===== src/rtl/btn_debounce.sv =====
`default_nettype none
// ============================================================================
// Module   : btn_debounce
// Brief    : Push-button debouncer with a stability-counting FSM and a
//            saturating count of rejected bounces. BTN_DEBOUNCE_SYNC_EN
//            selects a two-flop synchronizer input stage instead of a single
//            sampling register.
// Revision : 1.0 - initial release
// ============================================================================
module btn_debounce #(
    parameter int STABLE_CYCLES = 500000,
    parameter int CNT_W         = 20
) (
    input  logic       clk,
    input  logic       rst,
    input  logic       sig_in,
    output logic       sig_out,
    output logic [7:0] glitch_cnt
);

    typedef enum logic [1:0] {
        ST_STABLE_LO = 2'd0,
        ST_WAIT_HI   = 2'd1,
        ST_STABLE_HI = 2'd2,
        ST_WAIT_LO   = 2'd3
    } state_t;

    localparam logic [CNT_W-1:0] c_CNT_LAST = CNT_W'(STABLE_CYCLES - 1);
    localparam logic [CNT_W-1:0] c_CNT_ONE  = CNT_W'(1);
    localparam logic [7:0]       c_GLITCH_MAX = 8'hFF;

    logic             w_s;
    state_t           r_state_q;
    state_t           w_state_d;
    logic [CNT_W-1:0] r_cnt_q;
    logic [CNT_W-1:0] w_cnt_d;
    logic [7:0]       r_glitch_q;
    logic [7:0]       w_glitch_d;
    logic             w_glitch_inc;
    logic             r_sig_out_q;
    logic             w_sig_out_d;

`ifdef BTN_DEBOUNCE_SYNC_EN
    logic [1:0] r_sync_q;

    always_ff @(posedge clk) begin
        if (rst) begin
            r_sync_q <= 2'b00;
        end else begin
            r_sync_q <= {r_sync_q[0], sig_in};
        end
    end

    assign w_s = r_sync_q[1];
`else
    logic r_sync_q;

    always_ff @(posedge clk) begin
        if (rst) begin
            r_sync_q <= 1'b0;
        end else begin
            r_sync_q <= sig_in;
        end
    end

    assign w_s = r_sync_q;
`endif

    always_comb begin
        w_state_d    = r_state_q;
        w_cnt_d      = r_cnt_q;
        w_glitch_inc = 1'b0;
        case (r_state_q)
            ST_STABLE_LO: begin
                if (w_s) begin
                    w_state_d = ST_WAIT_HI;
                    w_cnt_d   = c_CNT_ONE;
                end else begin
                    w_cnt_d   = '0;
                end
            end
            ST_WAIT_HI: begin
                // Completion needs s still high on the final cycle.
                if (w_s) begin
                    if (r_cnt_q == c_CNT_LAST) begin
                        w_state_d = ST_STABLE_HI;
                        w_cnt_d   = '0;
                    end else begin
                        w_cnt_d   = r_cnt_q + c_CNT_ONE;
                    end
                end else begin
                    w_state_d    = ST_STABLE_LO;
                    w_cnt_d      = '0;
                    w_glitch_inc = 1'b1;
                end
            end
            ST_STABLE_HI: begin
                if (!w_s) begin
                    w_state_d = ST_WAIT_LO;
                    w_cnt_d   = c_CNT_ONE;
                end else begin
                    w_cnt_d   = '0;
                end
            end
            ST_WAIT_LO: begin
                if (!w_s) begin
                    if (r_cnt_q == c_CNT_LAST) begin
                        w_state_d = ST_STABLE_LO;
                        w_cnt_d   = '0;
                    end else begin
                        w_cnt_d   = r_cnt_q + c_CNT_ONE;
                    end
                end else begin
                    w_state_d    = ST_STABLE_HI;
                    w_cnt_d      = '0;
                    w_glitch_inc = 1'b1;
                end
            end
            default: begin
                w_state_d = ST_STABLE_LO;
                w_cnt_d   = '0;
            end
        endcase

        w_glitch_d  = (w_glitch_inc && (r_glitch_q != c_GLITCH_MAX)) ?
                      r_glitch_q + 8'd1 : r_glitch_q;
        w_sig_out_d = (w_state_d == ST_STABLE_HI) || (w_state_d == ST_WAIT_LO);
    end

    always_ff @(posedge clk) begin
        if (rst) begin
            r_state_q   <= ST_STABLE_LO;
            r_cnt_q     <= '0;
            r_glitch_q  <= 8'd0;
            r_sig_out_q <= 1'b0;
        end else begin
            r_state_q   <= w_state_d;
            r_cnt_q     <= w_cnt_d;
            r_glitch_q  <= w_glitch_d;
            r_sig_out_q <= w_sig_out_d;
        end
    end

    assign sig_out    = r_sig_out_q;
    assign glitch_cnt = r_glitch_q;

endmodule
`default_nettype wire


===== config.mk =====
export PLATFORM = sky130hd
export DESIGN_NAME = btn_debounce
export DESIGN_NICKNAME = d
export VERILOG_FILES = /design/src/rtl/btn_debounce.sv
export SDC_FILE = /design/constraint.sdc
export NUM_CORES = 1
export LEC_CHECK = 0
export ABC_AREA = 1
export CAP_MARGIN = 20
export CORE_ASPECT_RATIO = 1.2
export CORE_MARGIN = 2
export CORE_UTILIZATION = 58
export CTS_CLUSTER_DIAMETER = 30
export DETAILED_ROUTE_END_ITERATION = 8
export GPL_ROUTABILITY_DRIVEN = 0
export HOLD_SLACK_MARGIN = 0.1
export PLACE_DENSITY = 0.82
export SLEW_MARGIN = 10
export SYNTH_ARGS = -nofsm -noshare
export SYNTH_HDL_FRONTEND = slang
export SYNTH_SLANG_ARGS = --single-unit

===== constraint.sdc =====
create_clock -name clk -period 1.7 [get_ports clk]
set_clock_uncertainty 0.1 [all_clocks]
set_input_delay 0.34 -clock clk [delete_from_list [all_inputs] [get_ports clk]]
set_output_delay 0.34 -clock clk [all_outputs]
set_load 0.005 [all_outputs]

==> results of run 1 <==
registers in the layout (all words and copies together) (netlist names):
signal / count
r_cnt_q: 20
r_sync_q: 1
r_state_q: 2
glitch_cnt: 8
sig_out: 1
per-stage QoR:
stage | TNS (ns) | utilization
6_report | 0 | 0.730
5_1_grt | -0.000957 | 0.730
4_1_cts | 0 | 0.710
3_5_place_dp | 0 | 0.680
3_3_place_gp | 0 | 0.680
2_1_floorplan | 0 | -
worst min-delay path by stage:
stage / start / end / depth (start not counted)
finish: sig_in / r_sync_q / 3
global route: sig_in / r_sync_q / 3
CTS: sig_in / r_sync_q / 3
detailed placement: glitch_cnt[5] / glitch_cnt[5] / 2
global placement: glitch_cnt[5] / glitch_cnt[5] / 2
floorplan: rst / glitch_cnt[2] / 1
worst reg2reg max path: cells and delay by family (launching register included):
family / cells / cell delay (ns)
DFF: 1 / 0.36
and+or+nand+nor: 6 / 0.52
adders and majority gates: 1 / 0.22
buffers and inverters: 2 / 0.23
where the power goes:
| group | internal [mW] | leakage [nW] | switching [mW] |
|---|---|---|---|
| clock network | 0.308 | 0.0422 | 0.271 |
| registers | 0.748 | 0.264 | 0.00556 |
| logic | 0.0209 | 0.442 | 0.0224 |
metal layers:
| metal | vias to the layer above | track usage | share of wire |
|---|---|---|---|
| li1 | 849 | - | - |
| met3 | 12 | 0.0498 | 0.035 |
| met5 | - | 0 | 0 |
| met4 | 0 | 0.135 | 0.030 |
| met1 | 725 | 0.291 | 0.44 |
| met2 | 35 | 0.415 | 0.49 |
kinds of logic (layout without fill, tap and decap cells):
| logic type | after synthesis | after routing |
|---|---|---|
| buf+inv | 34 | 59 |
| compound gates | 11 | 11 |
| flops | 32 | 32 |
| fa+ha+maj | 2 | 2 |
| xor+xnor | 11 | 11 |
| simple gates | 166 | 166 |
cell usage in the layout, fill, tap and decap left out:
cell type	n
nand2_1	60
nor2_1	54
inv_1	26
dfxtp_1	23
nand3_1	13
nor2_2	11
nand4_1	11
clkdlybuf4s50_1	10
buf_4	10
xor2_1	9
nor3_1	6
a21oi_1	6
clkbuf_4	5
dfxtp_4	5
nor2_4	4
o21ai_0	4
dfxtp_2	4
nand3_2	3
inv_2	3
nand2_2	2
xor2_2	1
nor3_2	1
xnor2_1	1
a31oi_1	1
nand3b_1	1
ha_2	1
ha_1	1
clkinv_2	1
clkbuf_1	1
bufinv_16	1
dlymetal6s2s_1	1
buf_12	1
cell type report:
| type | count | area [sq um] | share of cell area |
|---|---|---|---|
| clock inverters | 2 | 35.0 | 0.0171 |
| inverters | 29 | 109 | 0.0530 |
| flip-flops and latches | 32 | 664 | 0.324 |
| well taps | 34 | 42.5 | 0.0207 |
| multi-input cells | 190 | 953 | 0.464 |
| repair buffers | 22 | 208 | 0.101 |
| clock buffers | 6 | 41.3 | 0.0201 |
timing repair:
item,in CTS,in global routing
buffers inserted,0,4
setup endpoints to repair,7,25
pin swaps,0,0
resized for setup,7,11
==> impl_metrics.yaml, run 1 <==
yosys:
  synthArstFlopShare: 0
  muxShareOfSynthArea: 0
  synth_edf_count: 0
  synth_ff_type: "dfxtp_1"
  synth_top_family_by_area: "simple AND/OR/NAND/NOR gates"
  synth_xor_area_frac: 0.0602
  synth_seq_cells: 32
  synth-simple-area-share: 0.440
  synthMostInstantiatedCell: "nand2_1"
  synth_area_sq_um: 1720
  yosysTopAreaCell: "dfxtp_1"
  synth_fa_ha_area_frac: 0.0145
  synthTopCellsByArea: "dfxtp_1 37%, nand2_1 13%, nor2_1 12%"
  synth_fp_nets: 261
  synth_compound_area_frac: 0.0327
  yosysTopAreaCellShare: 0.372
  avgSynthCellArea_sq_um: 6.73
  yosysSeqAreaShare: 0.372
  synthCells: 256
  ys_top_cells_by_count: "60 x nand2_1, 55 x nor2_1, 32 x dfxtp_1, 26 x inv_1, 13 x nand3_1"
  synth_cell_types: 23
  yosys_warnings: 0
route:
  wirelength_microns: 3650
  drt-initial-drc-count: 61
  drtAntennaViolNets: 0
  viasPerCell: 5.15
  dr.pass1.iters: 4
  wl_per_cell_microns: 11.6
  vias: 1621
  drc: 0
cells_and_area:
  final_nets: 285
  area_delta_synth_final_pct: 19.1
  layoutNonFillerInstCount: 315
  nFillCells: 243
  final_cell_area_sq_um: 2050
  n_antenna_cell: 0
  drive_gt1_frac: 0.189
grt:
  grt_pass1_vias: 1492
  grt_max_degree: 11
  gr-usage-all-layers: 0.251
  antenna_found_initial: 0
  overflow: 0
  grt_pass1_wl_microns: 6330
setup_path:
  cp.depth: 1
  setup.worst_path.start_class: "register"
  crit_chain: "clkdlybuf4s50_1"
  r2r_cells: 9
  cp_max_fo: 4
  cp.arrival_ns: 1.23
  r2r_start: "r_cnt_q[1]"
  startpoint: "glitch_cnt[5]"
  path_buf_inv: 1
  reg2reg_slack_ns: 0.17
  worst_setup_path_end_kind: "output pin"
  timing.rr.end: "r_cnt_q[8]"
  crit_required_ns: 1.26
  crit_type: "reg -> out"
  critPathMaxStageDelay_ns: 0.51
  cp_slowest_cell: "clkdlybuf4s50_1"
  endpoint: "glitch_cnt[5]"
  crit_family: "buffers and inverters"
clock_tree:
  htree_levels: 2
  clockBufferDepth: 2
  clk_pin_slew_ns: 0.11
  cts_buffers: 5
  cts_tree: "done"
  clkLatencyLatePin_ns: 0.35
  cts_sinks: 32
  ctsHoldBuffers: 0
  cts_root_buf: "clkbuf_4"
placed_design:
  place_ws_ns: 0.102
  placed_area_sq_um: 1910
  placedCellCount: 303
  numPortBuffers: 11
  dp_hpwl_microns: 2700
die:
  die-height_microns: 63.7
  rows: 21
  die_area_sq_um: 3430
  pin_count: 12
  core_sq_um: 2810
  start_util: 0.613
  die_w_microns: 53.8
timing:
  finalMaxSlewViolations: 0
  whs_ns: 0.407
  worstMarginPinSlew_ns: 0.310
  setup_viol: 0
  fin_crit_sh: 0.983
  max-slew-margin-rel: 0.792
  finalWorstSetupSlack_ns: 0.0285
  clock.fmax_ghz: 0.598
  hold_viol: 0
  period_needed_ns: 1.67
run:
  cap_violations: 0
power:
  power.density_nw_per_um2: 670
  ir_worst_vdd_mv: 0.602
  p_total_mw: 1.38
  leakagePower_nw: 0.749
status:
  status: "completed"
hold_path:
  min_path_type: "in -> reg"
Note: power is estimated with default switching activity, not from simulation.
==> run 2, diff against run 1 <==
--- a/config.mk
+++ b/config.mk
@@ -15,6 +15,7 @@
 export GPL_ROUTABILITY_DRIVEN = 0
 export HOLD_SLACK_MARGIN = 0.1
 export PLACE_DENSITY = 0.82
+export SKIP_LAST_GASP = 1
 export SLEW_MARGIN = 10
 export SYNTH_ARGS = -nofsm -noshare
 export SYNTH_HDL_FRONTEND = slang
==> constraint.sdc (replaced) <==
create_clock -name clk -period 1.71 [get_ports clk]
set_clock_uncertainty 0.1 [all_clocks]
set_input_delay 0.342 -clock clk [delete_from_list [all_inputs] [get_ports clk]]
set_output_delay 0.342 -clock clk [all_outputs]
set_load 0.005 [all_outputs]
==> impl_metrics.yaml, run 2 (synthesis gave the netlist of run 1 again) <==
cells_and_area:
  top_register: "r_cnt_q"
  final_nets: 280
  layout_commonest_cell: "nand2_1"
  final_cell_mix: "60 x nand2_1, 53 x nor2_1, 26 x inv_1, 24 x dfxtp_1, 13 x nand3_1"
  drive_gt1_frac: 0.178
  largest_reg_flops: 20
  n_antenna_cell: 0
  nFillCells: 231
  final_util: 0.711
  area_delta_synth_final_pct: 15.9
  layoutNonFillerInstCount: 310
timing:
  finalSetupTns_ns: 0
  fin_crit_sh: 0.981
  finalMaxSlewViolations: 0
  period_needed_ns: 1.68
  setup_viol: 0
  hold_viol: 0
  max-slew-margin-rel: 0.790
  whs_ns: 0.397
  grt_setup_unrepaired: "false"
  clock.fmax_ghz: 0.596
  worstMarginPinSlew_ns: 0.313
setup_path:
  path_buf_inv: 1
  cp_max_fo: 5
  setup.worst_path.start_class: "register"
  crit_required_ns: 1.27
  r2r_start: "r_cnt_q[1]"
  startpoint: "glitch_cnt[4]"
  worst_setup_path_end_kind: "output pin"
  crit_chain: "clkdlybuf4s50_1"
  critPathMaxStageDelay_ns: 0.51
  crit_type: "reg -> out"
  crit_family: "buffers and inverters"
  cp.arrival_ns: 1.23
  cp_slowest_cell: "clkdlybuf4s50_1"
hold_path:
  hp-start: "glitch_cnt[3]"
  min_path_type: "reg -> reg"
run:
  cap_violations: 0
clock_tree:
  clockBufferDepth: 2
  post-cts-setup-buffers: 0
  clkLatencyLatePin_ns: 0.36
  cts_sinks: 32
  cts_buffers: 5
  cts_tree: "done"
  clk_pin_slew_ns: 0.10
  cts_root_buf: "clkbuf_4"
  htree_levels: 2
  ctsHoldBuffers: 0
grt:
  grt_pass1_vias: 1408
  grt_max_degree: 13
  grt_pass1_wl_microns: 6010
  overflow: 0
  antenna_found_initial: 0
  gr-usage-all-layers: 0.242
die:
  die-height_microns: 63.7
  die_area_sq_um: 3430
  core_sq_um: 2810
  die_w_microns: 53.8
  pin_count: 12
  rows: 21
  start_util: 0.613
placed_design:
  numPortBuffers: 11
  placedCellCount: 302
  dp_hpwl_microns: 2610
route:
  drc: 0
  vias: 1576
  wirelength_microns: 3560
  wl_per_cell_microns: 11.5
  viasPerCell: 5.08
  dr.pass1.iters: 4
  drtAntennaViolNets: 0
  drt-initial-drc-count: 48
power:
  ir_worst_vdd_mv: 0.593
  p_total_mw: 1.39
  leakagePower_nw: 0.697
  power.density_nw_per_um2: 695
status:
  status: "completed"
[run 2: cell type report]
cell class              count  area [sq um]  area share
inverters                  29           111      0.0557
clock inverters             3          42.5      0.0213
clock buffers               5          37.5      0.0188
well taps                  34          42.5      0.0213
flip-flops and latches     32           653       0.327
repair buffers             17           155      0.0776
multi-input cells         190           956       0.478
[run 2: timing repair]
| item | 4_1_cts | 5_1_grt |
|---|---|---|
| pin swaps | 0 | 0 |
| resized for setup | 6 | 9 |
| endpoints found under the setup margin | 6 | 25 |
[run 2: report_power, final]
part	leakage (nW)	switching [mW]	total, mW	internal [mW]
logic	0.393	0.0217	0.0411	0.0194
registers	0.263	0.00529	0.754	0.749
clock network	0.0412	0.288	0.593	0.305
total	0.697	0.315	1.39	1.07
[run 2: final timing paths]
| path | cells past startpoint | slack, ns | endpoint |
|---|---|---|---|
| hold / removal | 2 | 0.40 | glitch_cnt[3] |
| setup reg to reg | 9 | 0.16 | r_cnt_q[16] |
| hold reg to reg | 2 | 0.40 | glitch_cnt[3] |
| setup / recovery | 1 | 0.03 | glitch_cnt[4] |
[run 2: routing by layer]
| layer | GRT usage | vias to the layer above | wire, microns |
|---|---|---|---|
| met1 | 0.294 | 711 | 1540 |
| met4 | 0.0865 | 0 | 39 |
| met2 | 0.392 | 22 | 1820 |
| met3 | 0.0711 | 5 | 149 |
| met5 | 0 | - | 0 |
| li1 | - | 838 | - |
[run 2: stage by stage]
step | setup WS [ns] | instance area [sq um]
6_report | 0.0330 | 2000
4_1_cts | 0.00932 | 1980
5_1_grt | 0.000837 | 2000
3_5_place_dp | 0.0566 | 1890
3_3_place_gp | 0.103 | 1890
2_1_floorplan | 0.206 | 1720
